===== config.mk =====
export PLATFORM = sky130hd
export DESIGN_NAME = ram_loader
export DESIGN_NICKNAME = d
export VERILOG_FILES = /design/src/rtl/ram_loader.sv
export SDC_FILE = /design/constraint.sdc
export NUM_CORES = 1
export LEC_CHECK = 0
export CORE_ASPECT_RATIO = 0.5
export CORE_MARGIN = 3
export CORE_UTILIZATION = 40
export DETAILED_ROUTE_END_ITERATION = 6
export SKIP_CTS_REPAIR_TIMING = 1
export SLEW_MARGIN = 40
export SYNTH_ARGS = -nofsm -noshare
export SYNTH_HDL_FRONTEND = slang
export SYNTH_SLANG_ARGS = --single-unit
export TNS_END_PERCENT = 10

===== constraint.sdc =====
create_clock -name clk -period 3.3 [get_ports clk]
set_clock_uncertainty 0.1 [all_clocks]
set_input_delay 0.66 -clock clk [delete_from_list [all_inputs] [get_ports clk]]
set_output_delay 0.66 -clock clk [all_outputs]
set_load 0.01 [all_outputs]

===== src/rtl/ram_loader.sv =====
// Serial-host loader: turns UART command bytes into BRAM port-B writes/reads,
// returns read data and write checksums, and controls the 6809 reset hold.
module ram_loader #(
  parameter int unsigned ADDR       = 15,
  parameter int unsigned DATA       = 8,
  parameter int unsigned TIMEOUT    = 1000000,
  parameter bit          HOLD_RESET = 1'b1
) (
  input  logic            clk,
  input  logic            reset_n,
  input  logic [7:0]      rx_data,
  input  logic            rx_valid,
  output logic [7:0]      tx_data,
  output logic            tx_valid,
  input  logic            tx_ready,
  output logic            b_en,
  output logic            b_wr,
  output logic [ADDR-1:0] b_addr,
  output logic [DATA-1:0] b_din,
  input  logic [DATA-1:0] b_dout,
  output logic            cpu_hold,
  output logic            busy
);

  localparam int unsigned TW = (TIMEOUT < 2) ? 1 : $clog2(TIMEOUT + 1);

  typedef enum logic [3:0] {
    IDLE, AHI, ALO, LEN, WDATA, RREQ, RWAIT, RSEND, REPLY
  } state_t;

  state_t          state_q, state_d;
  logic            cmd_wr_q, cmd_wr_d;
  logic [7:0]      addr_hi_q, addr_hi_d;
  logic [ADDR-1:0] addr_q, addr_d;
  logic [8:0]      count_q, count_d;
  logic [7:0]      csum_q, csum_d;
  logic [TW-1:0]   timer_q, timer_d;
  logic            hold_q, hold_d;
  logic [7:0]      tx_data_q, tx_data_d;
  logic            tx_valid_q, tx_valid_d;
  logic            b_en_q, b_en_d;
  logic            b_wr_q, b_wr_d;
  logic [ADDR-1:0] b_addr_q, b_addr_d;
  logic [DATA-1:0] b_din_q, b_din_d;
  logic            expired;

  always_ff @(posedge clk or negedge reset_n) begin
    if (!reset_n) begin
      state_q    <= IDLE;
      cmd_wr_q   <= 1'b0;
      addr_hi_q  <= '0;
      addr_q     <= '0;
      count_q    <= '0;
      csum_q     <= '0;
      timer_q    <= '0;
      hold_q     <= HOLD_RESET;
      tx_data_q  <= '0;
      tx_valid_q <= 1'b0;
      b_en_q     <= 1'b0;
      b_wr_q     <= 1'b0;
      b_addr_q   <= '0;
      b_din_q    <= '0;
    end else begin
      state_q    <= state_d;
      cmd_wr_q   <= cmd_wr_d;
      addr_hi_q  <= addr_hi_d;
      addr_q     <= addr_d;
      count_q    <= count_d;
      csum_q     <= csum_d;
      timer_q    <= timer_d;
      hold_q     <= hold_d;
      tx_data_q  <= tx_data_d;
      tx_valid_q <= tx_valid_d;
      b_en_q     <= b_en_d;
      b_wr_q     <= b_wr_d;
      b_addr_q   <= b_addr_d;
      b_din_q    <= b_din_d;
    end
  end

  // Expiry only matters when no byte arrives this cycle: the byte wins.
  assign expired = (timer_q == '0) && !rx_valid;

  always_comb begin
    state_d    = state_q;
    cmd_wr_d   = cmd_wr_q;
    addr_hi_d  = addr_hi_q;
    addr_d     = addr_q;
    count_d    = count_q;
    csum_d     = csum_q;
    hold_d     = hold_q;
    tx_data_d  = tx_data_q;
    tx_valid_d = tx_valid_q;
    b_en_d     = 1'b0;
    b_wr_d     = 1'b0;
    b_addr_d   = b_addr_q;
    b_din_d    = b_din_q;

    if (rx_valid || (tx_valid_q && tx_ready)) begin
      timer_d = TW'(TIMEOUT - 1);
    end else if (timer_q != '0) begin
      timer_d = timer_q - 1'b1;
    end else begin
      timer_d = timer_q;
    end

    case (state_q)
      IDLE: begin
        if (rx_valid) begin
          case (rx_data)
            8'h57: begin
              cmd_wr_d = 1'b1;
              csum_d   = '0;
              state_d  = AHI;
            end
            8'h52: begin
              cmd_wr_d = 1'b0;
              state_d  = AHI;
            end
            8'h48: begin
              hold_d     = 1'b1;
              tx_data_d  = 8'h06;
              tx_valid_d = 1'b1;
              state_d    = REPLY;
            end
            8'h47: begin
              hold_d     = 1'b0;
              tx_data_d  = 8'h06;
              tx_valid_d = 1'b1;
              state_d    = REPLY;
            end
            default: begin
              tx_data_d  = 8'h15;
              tx_valid_d = 1'b1;
              state_d    = REPLY;
            end
          endcase
        end
      end
      AHI: begin
        if (rx_valid) begin
          addr_hi_d = rx_data;
          state_d   = ALO;
        end else if (expired) begin
          state_d = IDLE;
        end
      end
      ALO: begin
        if (rx_valid) begin
          addr_d  = ADDR'({addr_hi_q, rx_data});
          state_d = LEN;
        end else if (expired) begin
          state_d = IDLE;
        end
      end
      LEN: begin
        if (rx_valid) begin
          count_d = (rx_data == 8'h00) ? 9'd256 : {1'b0, rx_data};
          if (cmd_wr_q) begin
            state_d = WDATA;
          end else begin
            b_en_d   = 1'b1;
            b_addr_d = addr_q;
            state_d  = RREQ;
          end
        end else if (expired) begin
          state_d = IDLE;
        end
      end
      WDATA: begin
        if (rx_valid) begin
          b_en_d   = 1'b1;
          b_wr_d   = 1'b1;
          b_addr_d = addr_q;
          b_din_d  = rx_data;
          addr_d   = addr_q + 1'b1;
          csum_d   = csum_q + rx_data;
          count_d  = count_q - 9'd1;
          if (count_q == 9'd1) begin
            tx_data_d  = csum_q + rx_data;
            tx_valid_d = 1'b1;
            state_d    = REPLY;
          end
        end else if (expired) begin
          state_d = IDLE;
        end
      end
      // b_en is raised on entry to RREQ so the registered BRAM output is ready in RWAIT.
      RREQ: state_d = RWAIT;
      RWAIT: begin
        tx_data_d  = b_dout;
        tx_valid_d = 1'b1;
        state_d    = RSEND;
      end
      RSEND: begin
        if (tx_ready) begin
          tx_valid_d = 1'b0;
          addr_d     = addr_q + 1'b1;
          count_d    = count_q - 9'd1;
          if (count_q == 9'd1) begin
            state_d = IDLE;
          end else begin
            b_en_d   = 1'b1;
            b_addr_d = addr_q + 1'b1;
            state_d  = RREQ;
          end
        end
      end
      REPLY: begin
        if (tx_ready) begin
          tx_valid_d = 1'b0;
          state_d    = IDLE;
        end
      end
      default: state_d = IDLE;
    endcase
  end

  assign tx_data  = tx_data_q;
  assign tx_valid = tx_valid_q;
  assign b_en     = b_en_q;
  assign b_wr     = b_wr_q;
  assign b_addr   = b_addr_q;
  assign b_din    = b_din_q;
  assign cpu_hold = hold_q;
  assign busy     = (state_q != IDLE);

endmodule


# Word level (Yosys, flattened, before mapping)
# Cells that the tools add are included.
[word_totals] register_bits=99 inputBits=20 output_inout_bits=36
[op_classes] add_sub_neg=4 eq_ne=26 n_mux=54 n_reduce_logical=31
[ops] operator="2-to-1 mux 15 bit" count=8
[ops] operator="case mux 15 bit (3 select lines)" count=2
[ops] operator="2-to-1 mux 8 bit" count=6
[ops] operator="2-to-1 mux 20 bit" count=2
[ops] operator="2-to-1 mux 4 bit" count=10
[ops] operator="2-to-1 mux 9 bit" count=4
[ops] operator="case mux 4 bit (9 select lines)" count=1
[ops] operator="equality test 8 x 7 -> 1 bit (second input constant)" count=4
[ops] operator="case mux 8 bit (2 select lines)" count=2
[ops] operator="case mux 9 bit (3 select lines)" count=1
[ops] operator="case mux 8 bit (3 select lines)" count=1
[ops] operator="zero test 20 bit" count=1
[ops] operator="inequality test 2 bit (second input constant)" count=10
[ops] operator="nonzero test 20 bit" count=1
[ops] operator="subtractor 20 x 1 -> 20 bit (second input constant)" count=1
[ops] operator="equality test 4 x 3 -> 1 bit (second input constant)" count=4
[ops] operator="AND reduction 4 bit" count=4
[ops] operator="adder 15 x 1 -> 15 bit (second input constant)" count=1
[ops] operator="2-to-1 mux 1 bit" count=12
[ops] operator="AND reduction 6 bit" count=2
[ops] operator="equality test 9 x 1 -> 1 bit (second input constant)" count=1
[ops] operator="nonzero test 3 bit" count=3
[ops] operator="subtractor 9 x 1 -> 9 bit (second input constant)" count=1
[ops] operator="adder 8 bit" count=1
[ops] operator="other kinds (20)" count=32

# Longest topological paths before layout
[depth] ltp_word=5 mapped_depth=9

# Least setup slack after synthesis
# No wires, ideal clock.
[synth_timing] kind="input to register" start="input rx_data[3]" end="register csum_q[2]" setup_ns=0.125 t_arrival_ns=2.134 setup_slack_ns=0.941 cell_stages=5 cell_sequence="clkbuf_1 > or4b_1 > nor4_1 > o21ai_1 > mux2_2"
[synth_via] elab_chain_len=3
[synth_rtl] element="start, declared" line_no="11" source="input logic [7:0] rx_data,"
[synth_rtl] element="equality test 8 x 7 -> 1 bit" line_no="110" source="case (rx_data)"
[synth_rtl] element="inequality test 2 x 1 -> 1 bit (no line)"
[synth_rtl] element="AND reduction 4 bit (no line)"
[synth_rtl] element="end signal, assigned" line_no="69" source="csum_q <= csum_d;"
[synth_rtl] element="end, declared" line_no="36" source="logic [7:0] csum_q, csum_d;"
# Every way passes these cells.
# A chain may end at the register's enable or synchronous reset.

# Worst setup path in the final report
[layout_timing] start="register state_q[3]" end="output busy"
[layout_via] elab_chain_len=1
[layout_rtl] element="start, declared" line_no="31" source="state_t state_q, state_d;"
[layout_rtl] element="start signal, assigned" line_no="64" source="state_q <= state_d;"
[layout_rtl] element="nonzero test 4 bit" line_no="226" source="assign busy = (state_q != IDLE);"
[layout_rtl] element="end, declared" line_no="22" source="output logic busy"
# Every way passes these cells.

==> results.toml <==
[run_status]
status = "complete, no violations"

[pwr]
p_switching_uw = 2230
p_seq_share_pct = 36.4
combPwrFrac_pct = 44.4
powerDensity_nw_per_um2 = 838
power_leakage_uw = 0.00265
swShare_pct = 39.0
p_int_uw = 3490
ir_worst_vdd_v = 0.000353
p_clk_share_pct = 19.1

[detailed_routing]
antenna_left = 0
firstDrtPassIters = 5
routed.top_layer = "met4"
drtIter0Drc = 331
met3_length_um = 870
dr_wl_met2_mm = 6.40
wl_met1_mm = 7.42
routed-via-count = 4863
avgViaCountPerCell = 5.64
totalWireLength_mm = 14.9
wl_per_cell_um = 17.2
drc_errors = 0

[worst_setup_path]
crit_fanout = 16
worstReg2RegStart = "state_q[3]$_DFFE_PN0P_"
cp.required_ns = 2.54
critical_path_class = "flip-flop to output pin"
cp.arrival_ns = 1.92
critPathBufInv = 1
startpoint = "state_q[3]$_DFFE_PN0P_"
slowest_delay_ns = 0.55
critPathTopFamily = "flip-flops"
slowest_stage = "dfrtp_1"
end_kind = "output pin"
cp_cell_sequence = "or4_4, clkdlybuf4s50_1"
worstSetupStartpointType = "flip-flop"

[clock_tree]
clockBufferDepth = 2
clkSinkCount = 99
cts_tree = "done"
clock-root-buffer = "clkbuf_16"
cts_made_buffers = 9
insertion_delay_ns = 0.35
htreeDepth = 3
clk_pin_slew_ns = 0.08

[synth]
ys.warnings.count = 0
syn_nets = 645
avgSynthCellArea_um2 = 9.31
synth-edff-count = 0
ys_ff_latch = 99
synthFlopType = "dfrtp_1"
synth_cell_types = 72
synthCells = 612
synthArstFlopShare_pct = 100
mappedNetlistArea_um2 = 5700
seq_area_frac_synth_pct = 43.5

[cells_and_area]
mostFrequentLayoutCell = "dfrtp_1"
n_antenna_cell = 0
final_nets = 698
area_delta_synth_final_pct = 19.6
n_fill_cell = 1326
drive_above_1_share_pct = 11.9
final_util_pct = 49.6
final_cell_mix = "dfrtp_1, nor2_1, nand2_1"

[floorplan]
die_x_um = 175
die_height_um = 90.4
coreArea_um2 = 13700
design.die.area_um2 = 15800
start_util_pct = 41.5
row_count = 30
io_pins = 56

[grt]
grt_max_degree = 47
grt_overflow = 0
grt.total_usage_pct = 19.5
antenna_found_initial = 0
grt_pass1_vias = 4692
grt_pass1_wl_mm = 25.1

[place]
place_hpwl_mm = 10.6
gp_congestion = 0.853
port_buffers = 55

[timing]
slew_viol_final = 0
fin_hold_ws_ns = 0.155
period_needed_ns = 2.68
fin_crit_sh_pct = 81.3
finalSetupViolCount = 0
fin_tns_setup_ns = 0
finalHoldViolCount = 0
rsz0062_at_grt = "no"
maxSlewHeadroom_pct = 53.8
worstMarginPinSlew_ns = 0.689
timing.fmax_mhz = 373

[hold_path]
hp-class = "input port to async pin"

[flow_run]
cap_violations = 0
## cell families after synthesis
logic type | share of synthesized area, %
muxes | 3.75
and+or+nand+nor | 19.8
adders and majority gates | 2.99
AOI/OAI and AO/OA | 21.4
xor gates and xnor gates | 4.76
DFF | 43.5
buffers and inverters | 3.80
## registers in the layout, indices dropped and copies added (netlist names)
register and cells:
addr_hi_q 7, addr_q 15, b_addr 15, b_din 8
b_en 1, b_wr 1, cmd_wr_q 1, count_q 9
cpu_hold 1, csum_q 8, state_q 4, timer_q 20
tx_data 8, tx_valid 1
## per-layer routing
metal	up-vias	global-route usage [%]
met2	127	27.9
met1	2384	29.4
met3	15	4.91
li1	2337	-
met5	-	0
met4	0	4.91
## metrics by stage
| stage | area, um^2 | total power [uW] | std cells | worst slack, ns |
|---|---|---|---|---|
| after CTS | 6820 | 5750 | 862 | 0.618 |
| final | 6820 | 5710 | 862 | 0.616 |
| after global placement | 6520 | 4570 | 846 | 0.349 |
| after floorplan | 5700 | 3660 | 612 | 0.941 |
| after global routing | 6820 | 6150 | 862 | 0.523 |
| after detailed placement | 6520 | 4640 | 846 | 0.313 |
## Yosys cell counts, types with 5 or more instances
cell | instances | area share (%)
clkbuf_1 | 26 | 1.7
o31ai_1 | 5 | 0.66
a211oi_1 | 10 | 1.3
mux2_2 | 19 | 3.8
nor2_1 | 73 | 4.8
a31oi_1 | 14 | 1.5
o22a_1 | 12 | 1.8
o21ai_0 | 24 | 2.1
and3_1 | 7 | 0.77
nand4_1 | 5 | 0.55
a21oi_1 | 51 | 4.5
a22oi_1 | 7 | 0.92
a21o_1 | 10 | 1.3
nand2_1 | 59 | 3.9
xor2_1 | 8 | 1.2
inv_1 | 13 | 0.86
nand3_1 | 18 | 1.6
buf_2 | 5 | 0.44
xnor2_1 | 23 | 3.5
dfrtp_1 | 98 | 43
ha_1 | 12 | 2.6
nor3_1 | 14 | 1.2
## path summary, 6_finish.rpt
path	endpoint	slack, ns	depth (start not counted)
max	busy	0.62	2
min	b_addr[0]$_DFFE_PN0P_	0.15	1
max reg2reg	tx_data[1]$_DFFE_PN0P_	0.80	6
min reg2reg	tx_data[4]$_DFFE_PN0P_	0.40	1
max in group asynchronous	cpu_hold$_DFFE_PN1P_	2.26	2
min in group clk	tx_data[4]$_DFFE_PN0P_	0.40	1
## area by class of cell
class | instances | area (um^2) | area share [%]
Clock buffer | 10 | 229 | 3.36
Tap cell | 192 | 240 | 3.52
Clock inverter | 6 | 72.6 | 1.06
Inverter | 13 | 48.8 | 0.716
Sequential cell | 99 | 2480 | 36.3
Timing Repair Buffer | 79 | 741 | 10.9
Multi-Input combinational cell | 463 | 3010 | 44.1
## power by group through the flow
stage | registers (uW) | logic [uW] | clock network [uW]
2_1_floorplan | 2050 | 1610 | 0
3_3_place_gp | 2090 | 2480 | 0
3_5_place_dp | 2090 | 2540 | 0
4_1_cts | 2080 | 2560 | 1120
5_1_grt | 2150 | 2830 | 1170
6_report | 2080 | 2540 | 1090
## worst reg2reg max path: cells and delay by family, from the launching register on
kind	cells	cell delay (ns)
AOI/OAI and AO/OA	3	0.97
and+or+nand+nor	2	0.56
DFF	1	0.55
buffers and inverters	1	0.24
No activity file was read; power rests on OpenSTA's default activity.
